<file path="config.mk">
export PLATFORM = sky130hd
export DESIGN_NAME = inner_mem_arbiter
export DESIGN_NICKNAME = d
export VERILOG_FILES = /design/src/rtl/inner_mem_arbiter.sv
export SDC_FILE = /design/constraint.sdc
export NUM_CORES = 1
export LEC_CHECK = 0
export CORE_MARGIN = 2
export CORE_UTILIZATION = 42
export CTS_BUF_LIST = sky130_fd_sc_hd__clkbuf_16
export CTS_CLUSTER_DIAMETER = 200
export DETAILED_ROUTE_END_ITERATION = 7
export GPL_TIMING_DRIVEN = 0
export PLACE_DENSITY = 0.93
export SKIP_CTS_REPAIR_TIMING = 1
export SYNTH_ARGS = -nofsm -noshare
export SYNTH_HDL_FRONTEND = slang
export SYNTH_SLANG_ARGS = --single-unit
</file>
<file path="constraint.sdc">
create_clock -name clk -period 1.9 [get_ports clk]
set_input_delay 0.19 -clock clk [delete_from_list [all_inputs] [get_ports clk]]
set_output_delay 0.19 -clock clk [all_outputs]
set_load 0.01 [all_outputs]
</file>
<file path="src/rtl/inner_mem_arbiter.sv">
// rtl/inner_mem_arbiter.sv - data/ifetch arbiter and fixed-latency sequencer for the single-port inner memory
module inner_mem_arbiter #(
    parameter int   MEM_LATENCY  = 1,
    parameter int   STARVE_LIMIT = 4,
    parameter logic IFETCH_TYPE  = 1'b1
) (
    input  logic        clk,
    input  logic        rst_n,
    input  logic        d_req,
    input  logic        d_we,
    input  logic        d_type,
    input  logic [31:0] d_addr,
    input  logic [31:0] d_wdata,
    output logic        d_ready,
    output logic [31:0] d_rdata,
    input  logic        i_req,
    input  logic [31:0] i_addr,
    output logic        i_ready,
    output logic [31:0] i_rdata,
    output logic        mem_rw,
    output logic        mem_type,
    output logic [31:0] mem_addr,
    output logic [31:0] mem_wdata,
    input  logic [31:0] mem_rdata,
    output logic        busy
);
    localparam int LW = (MEM_LATENCY > 0) ? $clog2(MEM_LATENCY + 1) : 1;
    localparam int SW = (STARVE_LIMIT > 1) ? $clog2(STARVE_LIMIT + 1) : 1;
    localparam logic [LW-1:0] LAT_INIT   = LW'(MEM_LATENCY);
    localparam logic [SW-1:0] STARVE_MAX = SW'(STARVE_LIMIT);

    typedef enum logic [1:0] {IDLE, ACC, RESP} state_t;

    state_t        state, state_nxt;
    logic [LW-1:0] lat_cnt, lat_cnt_nxt;
    logic [SW-1:0] starve_cnt, starve_cnt_nxt;
    logic          grant_i, grant_d, capture;

    // cmd_owner: 1 = instruction fetch, 0 = data port
    logic          cmd_owner;
    logic          cmd_rw;
    logic          cmd_type;
    logic [31:0]   cmd_addr;
    logic [31:0]   cmd_wdata;

    always_comb begin
        state_nxt      = state;
        lat_cnt_nxt    = lat_cnt;
        starve_cnt_nxt = starve_cnt;
        grant_i        = 1'b0;
        grant_d        = 1'b0;
        capture        = 1'b0;
        case (state)
            IDLE: begin
                if (i_req && (!d_req || starve_cnt == STARVE_MAX)) begin
                    grant_i        = 1'b1;
                    starve_cnt_nxt = '0;
                    state_nxt      = ACC;
                    lat_cnt_nxt    = LAT_INIT;
                end else if (d_req) begin
                    grant_d = 1'b1;
                    if (i_req && starve_cnt != STARVE_MAX) begin
                        starve_cnt_nxt = starve_cnt + SW'(1);
                    end
                    state_nxt   = ACC;
                    lat_cnt_nxt = LAT_INIT;
                end
            end
            ACC: begin
                if (lat_cnt == '0) begin
                    capture   = 1'b1;
                    state_nxt = RESP;
                end else begin
                    lat_cnt_nxt = lat_cnt - LW'(1);
                end
            end
            RESP:    state_nxt = IDLE;
            default: state_nxt = IDLE;
        endcase
    end

    always_ff @(posedge clk or negedge rst_n) begin
        if (!rst_n) begin
            state      <= IDLE;
            lat_cnt    <= '0;
            starve_cnt <= '0;
            cmd_owner  <= 1'b0;
            cmd_rw     <= 1'b0;
            cmd_type   <= 1'b0;
            cmd_addr   <= '0;
            cmd_wdata  <= '0;
            d_rdata    <= '0;
            i_rdata    <= '0;
        end else begin
            state      <= state_nxt;
            lat_cnt    <= lat_cnt_nxt;
            starve_cnt <= starve_cnt_nxt;
            // fetches leave cmd_wdata untouched so the write-data bus does not toggle
            if (grant_i) begin
                cmd_owner <= 1'b1;
                cmd_rw    <= 1'b0;
                cmd_type  <= IFETCH_TYPE;
                cmd_addr  <= i_addr;
            end else if (grant_d) begin
                cmd_owner <= 1'b0;
                cmd_rw    <= d_we;
                cmd_type  <= d_type;
                cmd_addr  <= d_addr;
                cmd_wdata <= d_wdata;
            end
            if (capture) begin
                if (cmd_owner) begin
                    i_rdata <= mem_rdata;
                end else begin
                    d_rdata <= mem_rdata;
                end
            end
        end
    end

    // lat_cnt still equals its load value only in the first ACC cycle, so a write fires once
    assign mem_rw    = (state == ACC) && (lat_cnt == LAT_INIT) && cmd_rw;
    assign mem_type  = cmd_type;
    assign mem_addr  = cmd_addr;
    assign mem_wdata = cmd_wdata;
    assign d_ready   = (state == RESP) && !cmd_owner;
    assign i_ready   = (state == RESP) && cmd_owner;
    assign busy      = (state != IDLE);

endmodule
</file>
## After elaboration in Yosys (flattened, before gate mapping)

Cells that the tools add are included.

- Flip-flop bits (word level): 137
- Bits of input ports: 134
- Output and inout bits: 133
- Logic and storage cells: 67

- Add/subtract/negate cells: 2
- Eq/ne operators: 6
- Muxes and demuxes: 26
- Bitwise logic cells: 2
- Reduce and logical (&&, ||, !) cells: 21

Operator list:

| kind | number |
|---|---|
| $mux W32 | 2 |
| $mux W1 | 16 |
| $reduce_and A2 Y1 | 5 |
| $reduce_bool A2 Y1 | 5 |
| $mux W3 | 3 |
| $logic_and A1 B1 Y1 | 6 |
| $mux W2 | 3 |
| $ne A3 B3 Y1 const B | 2 |
| $pmux W2 S2 | 1 |
| $add A3 B1 Y3 const B | 1 |
| $eq A3 B3 Y1 const B | 1 |
| $reduce_and A3 Y1 | 1 |
| $eq A2 B1 Y1 const B | 1 |
| $eq A2 B2 Y1 const B | 1 |
| $logic_not A1 Y1 | 2 |
| $logic_not A2 Y1 | 1 |
| $ne A2 B2 Y1 const B | 1 |
| $not A1 Y1 | 2 |
| $pmux W1 S2 | 1 |
| $logic_or A1 B1 Y1 | 1 |
| $sub A1 B1 Y1 const B | 1 |

## Logic depth before layout (Yosys ltp)

- Depth after elaboration: 7
- Depth in mapped cells: 8
- Gate-level depth less buffers: 5

## Least setup slack after synthesis

OpenSTA, ideal clock, no wires.

- Kind: flip-flop to flip-flop
- Start: register starve_cnt[0]
- End: register cmd_addr[3] (netlist: mem_addr[3])
- Library setup time: 0.101 ns
- Data arrival time: 1.491 ns
- Data required time: 1.799 ns
- Path slack: 0.309 ns
- Cell stages (with the launch flop): 9
- Buffers on the path: 3
- Cells stage by stage: dfrtp_1 > inv_1 > ha_1 > a21bo_1 > buf_2 > and2_1 > buf_6 > buf_6 > o311ai_2

- Cells in the longest elaborated chain, start to end: 6
- Elaborated cells between the ends (all ways): 9
- Classes of those cells: eq/ne (1); mux (5); reduce/logical (3)

Ends and longest elaborated chain:

| what | line | text |
|---|---|---|
| start: declaration | 36 | `logic [SW-1:0] starve_cnt, starve_cnt_nxt;` |
| start signal: assignment | 97 | `starve_cnt <= starve_cnt_nxt;` |
| $eq A3 B3 Y1 (*) | 55 | `if (i_req && (!d_req \|\| starve_cnt == STARVE_MAX)) begin` |
| $logic_or A1 B1 Y1 (*) | 55 |  |
| $logic_and A1 B1 Y1 (*) | 55 |  |
| $mux W1 | 55 |  |
| $mux W1 | 53 | `case (state)` |
| $mux W32 / $reduce_bool A2 Y1 (equally long branches) | n/a |  |
| end signal: assignment | 103 | `cmd_addr <= i_addr;` |
| end signal: assignment | 108 | `cmd_addr <= d_addr;` |
| end: declaration | 43 | `logic [31:0] cmd_addr;` |

Mark *: on every way between the ends. The rest lies on a longest branch, timed or not.
A chain may end at the register's enable or synchronous reset.

## Worst setup path in the final report

- Start: register state[0]
- End: output mem_rw

- Cells in the longest elaborated chain, start to end: 3

Ends and longest elaborated chain:

| what | line | text |
|---|---|---|
| start: declaration | 34 | `state_t state, state_nxt;` |
| start signal: assignment | 95 | `state <= state_nxt;` |
| $eq A2 B1 Y1 | 122 | `assign mem_rw = (state == ACC) && (lat_cnt == LAT_INIT) && cmd_rw;` |
| $logic_and A1 B1 Y1 (2 in a row) | 122 |  |
| end: declaration | 20 | `output logic mem_rw,` |

Every way passes these cells.

==> summary.txt <==
Status: finished with violations
Violations in the final reports: negative setup slack
Die X: 122 um
Maxcap violations: 0
H-tree level count: 4
DR vias/cell: 5.08
Detailed-route via count: 4626
Post-route cell area: 0.00940 mm^2
Tot GR Track Use: 21.7%
Pleak: 3.96 nW
GRT busiest layer: met2
Placer congestion estimate: 0.776
DRC: 0
First DRT Iteration DRCs: 170
Cell accounting for the most synthesized area: dfrtp_1
Number of diodes: 0
Critical R2R Launch: state[1]
Post-Synthesis Cells: 431
Skew-Pair Late Insertion Delay: 0.41 ns
First-pass GRT wire length: 24800 um
Post-synthesis instance area: 0.00587 mm^2
Seq/Total Area, Yosys: 58.4%
DP HPWL: 12300 um
Yosys warnings: 0
Worst path required time: 1.71 ns
Total grt overflow: 0
Initial antenna violation count: 0
Syn nets: 567
Hold_sp: d_we
R2R Path End: mem_addr[11]
CTS tree: built
Largest cells by area after synthesis: dfrtp_1 58%, mux2_2 17%, o311ai_2 7.8%, nand3_1 3.1%, o21ai_0 3.1%
Top FF cell, synth: dfrtp_1
Synth cell count leaders: 137 x dfrtp_1, 91 x mux2_2, 36 x inv_1, 36 x nand3_1, 36 x o21ai_0
Placed cell area: 0.00879 mm^2
R2R Setup Slk: 0.11 ns
Final Hold Fails: 0
Met3 Use GR: 6.51%
Slew Viols, Final: 0
Number of cells on the worst reg-to-reg path: 6
DRT antenna net count: 0
Initial Utilization: 42.6%
Post-layout min period: 2.05 ns
P&R area growth vs syn: 60.1%
Asr flop ratio synth: 100%
Final #Nets: 856
I/O pins: 267
RSZ-0062 raised after global routing: yes
Startpoint types: register
Number of synthesized flops with an enable pin: 0
Crit-path max FO: 7
Critical Path End Type: output pin
Number of synthesized register bits: 137
Fmax achieved: 489 MHz
Worst Max-Slew Pin Slew: 0.678 ns
Std-Cell Rows: 43
Largest net degree at the start of global routing: 76
Clk slew on worst S/H paths: 0.05 ns
PwrDens: 1700 mW/mm^2
Fin crit share: 108%
CP Class: register to output pin
Final setup viols: 1
Num CTS Buffers: 17
Hold Path End: cmd_rw
Hold Crit Depth: 3
GR Layer Usage met2: 39.2%
Worst Skew: 0.00671 ns
Yosys cell types: 31
Setup TNS: -0.145 ns
Buffer depth of the longest clock path: 2
Maximum VDD drop: 742 uV
Most common cell in the netlist: dfrtp_1
Layout cells sized above 1: 24.8%
Die outline height: 122 um
Die Area: 0.0149 mm^2
M1 GR Usage: 22.9%
Number of global-route vias before repair: 4938
WP data arrival: 1.86 ns
Tot Pwr: 16.0 mW
First-pass iteration count of the detailed router: 4
Final wirelength: 16200 um
Setup ws final: -0.145 ns
Mean Syn Cell Area: 13.6 um^2
Yosys top cell area share: 58.4%
Worst hold-check path type: input pin to register
Fin Hold WS: 0.364 ns
Worst Setup SP: state[0]
Drt wl/cell: 17.8 um
Clock root buffer: clkbuf_16
Slew margin rel.: 54.8%
IO buf count: 266
Core ar.: 0.0138 mm^2
Clock Sinks: 137
cells in the final DEF, fill, tap and decap left out, types with 3 or more instances in the layout:
cell type,instances
o21ai_0,36
buf_6,5
mux2_2,91
clkbuf_1,7
mux2_1,5
buf_2,7
clkbuf_4,4
clkdlybuf4s50_1,262
dfrtp_1,135
inv_1,37
clkinv_2,3
buf_4,8
nand3_1,35
o311ai_2,28
nor2_1,3
o311ai_0,4
clkbuf_2,3
clkbuf_16,17
dlymetal6s2s_1,3
worst max-delay path by stage:
stage	to	slack, ns
after floorplan	mem_addr[3]	0.31
after global placement	mem_addr[17]	-4.38
after detailed placement	mem_addr[11]	-0.25
after CTS	busy	-0.51
after global routing	mem_rw	-0.19
final	mem_rw	-0.15
registers in the layout (all words and copies together) (netlist names):
name and flops:
cmd_owner 1, cmd_rw 1, d_rdata 32, i_rdata 32
lat_cnt 1, mem_addr 32, mem_type 1, mem_wdata 32
starve_cnt 3, state 2
routing by layer:
layer	vias to the layer above	share of wire, %
met5	-	0
met4	0	3.5
met2	210	53
met3	42	7.2
li1	2115	-
met1	2259	36
per-stage QoR:
stage / setup WS, ns / util [%] / cells
floorplan: 0.309 / - / 431
global placement: -4.38 / 63.6 / 877
detailed placement: -0.248 / 63.8 / 878
CTS: -0.506 / 67.7 / 907
global route: -0.194 / 68.2 / 910
finish: -0.145 / 68.2 / 910
cells by family (layout without fill, tap and decap cells):
kind of cell               after synthesis  count (layout)  synth area share, %
and+or+nand+nor                         52              52                 4.77
AOI/OAI and AO/OA                       75              75                 12.4
buffers and inverters                   68             367                 5.45
muxes                                   96              96                 18.4
adders and majority gates                2               2                0.426
xor gates and xnor gates                 1               1                0.149
DFF                                    137             137                 58.4
cell type report:
class                           count  area, um^2
Fill cell                         947        4370
Inverter                           36         135
Multi-Input combinational cell    226        2140
Clock buffer                       17         425
Tap cell                          180         225
Buffer                             32         200
Sequential cell                   137        3430
Timing Repair Buffer              270        2720
Clock inverter                     12         114
critical path, cell delays in order, from the launching register on:
cell and delay (ns):
dfrtp_2 0.45, nor2b_2 0.25, and3_1 0.18, clkdlybuf4s50_1 0.57
power by group:
part           internal (mW)  switching, mW  leakage [nW]  total (mW)
sequential              4.43          0.871          1.64        5.30
clock                   1.88           1.15         0.268        3.02
combinational           4.53           3.11          2.06        7.64
Power figures use the tool's default switching activity.
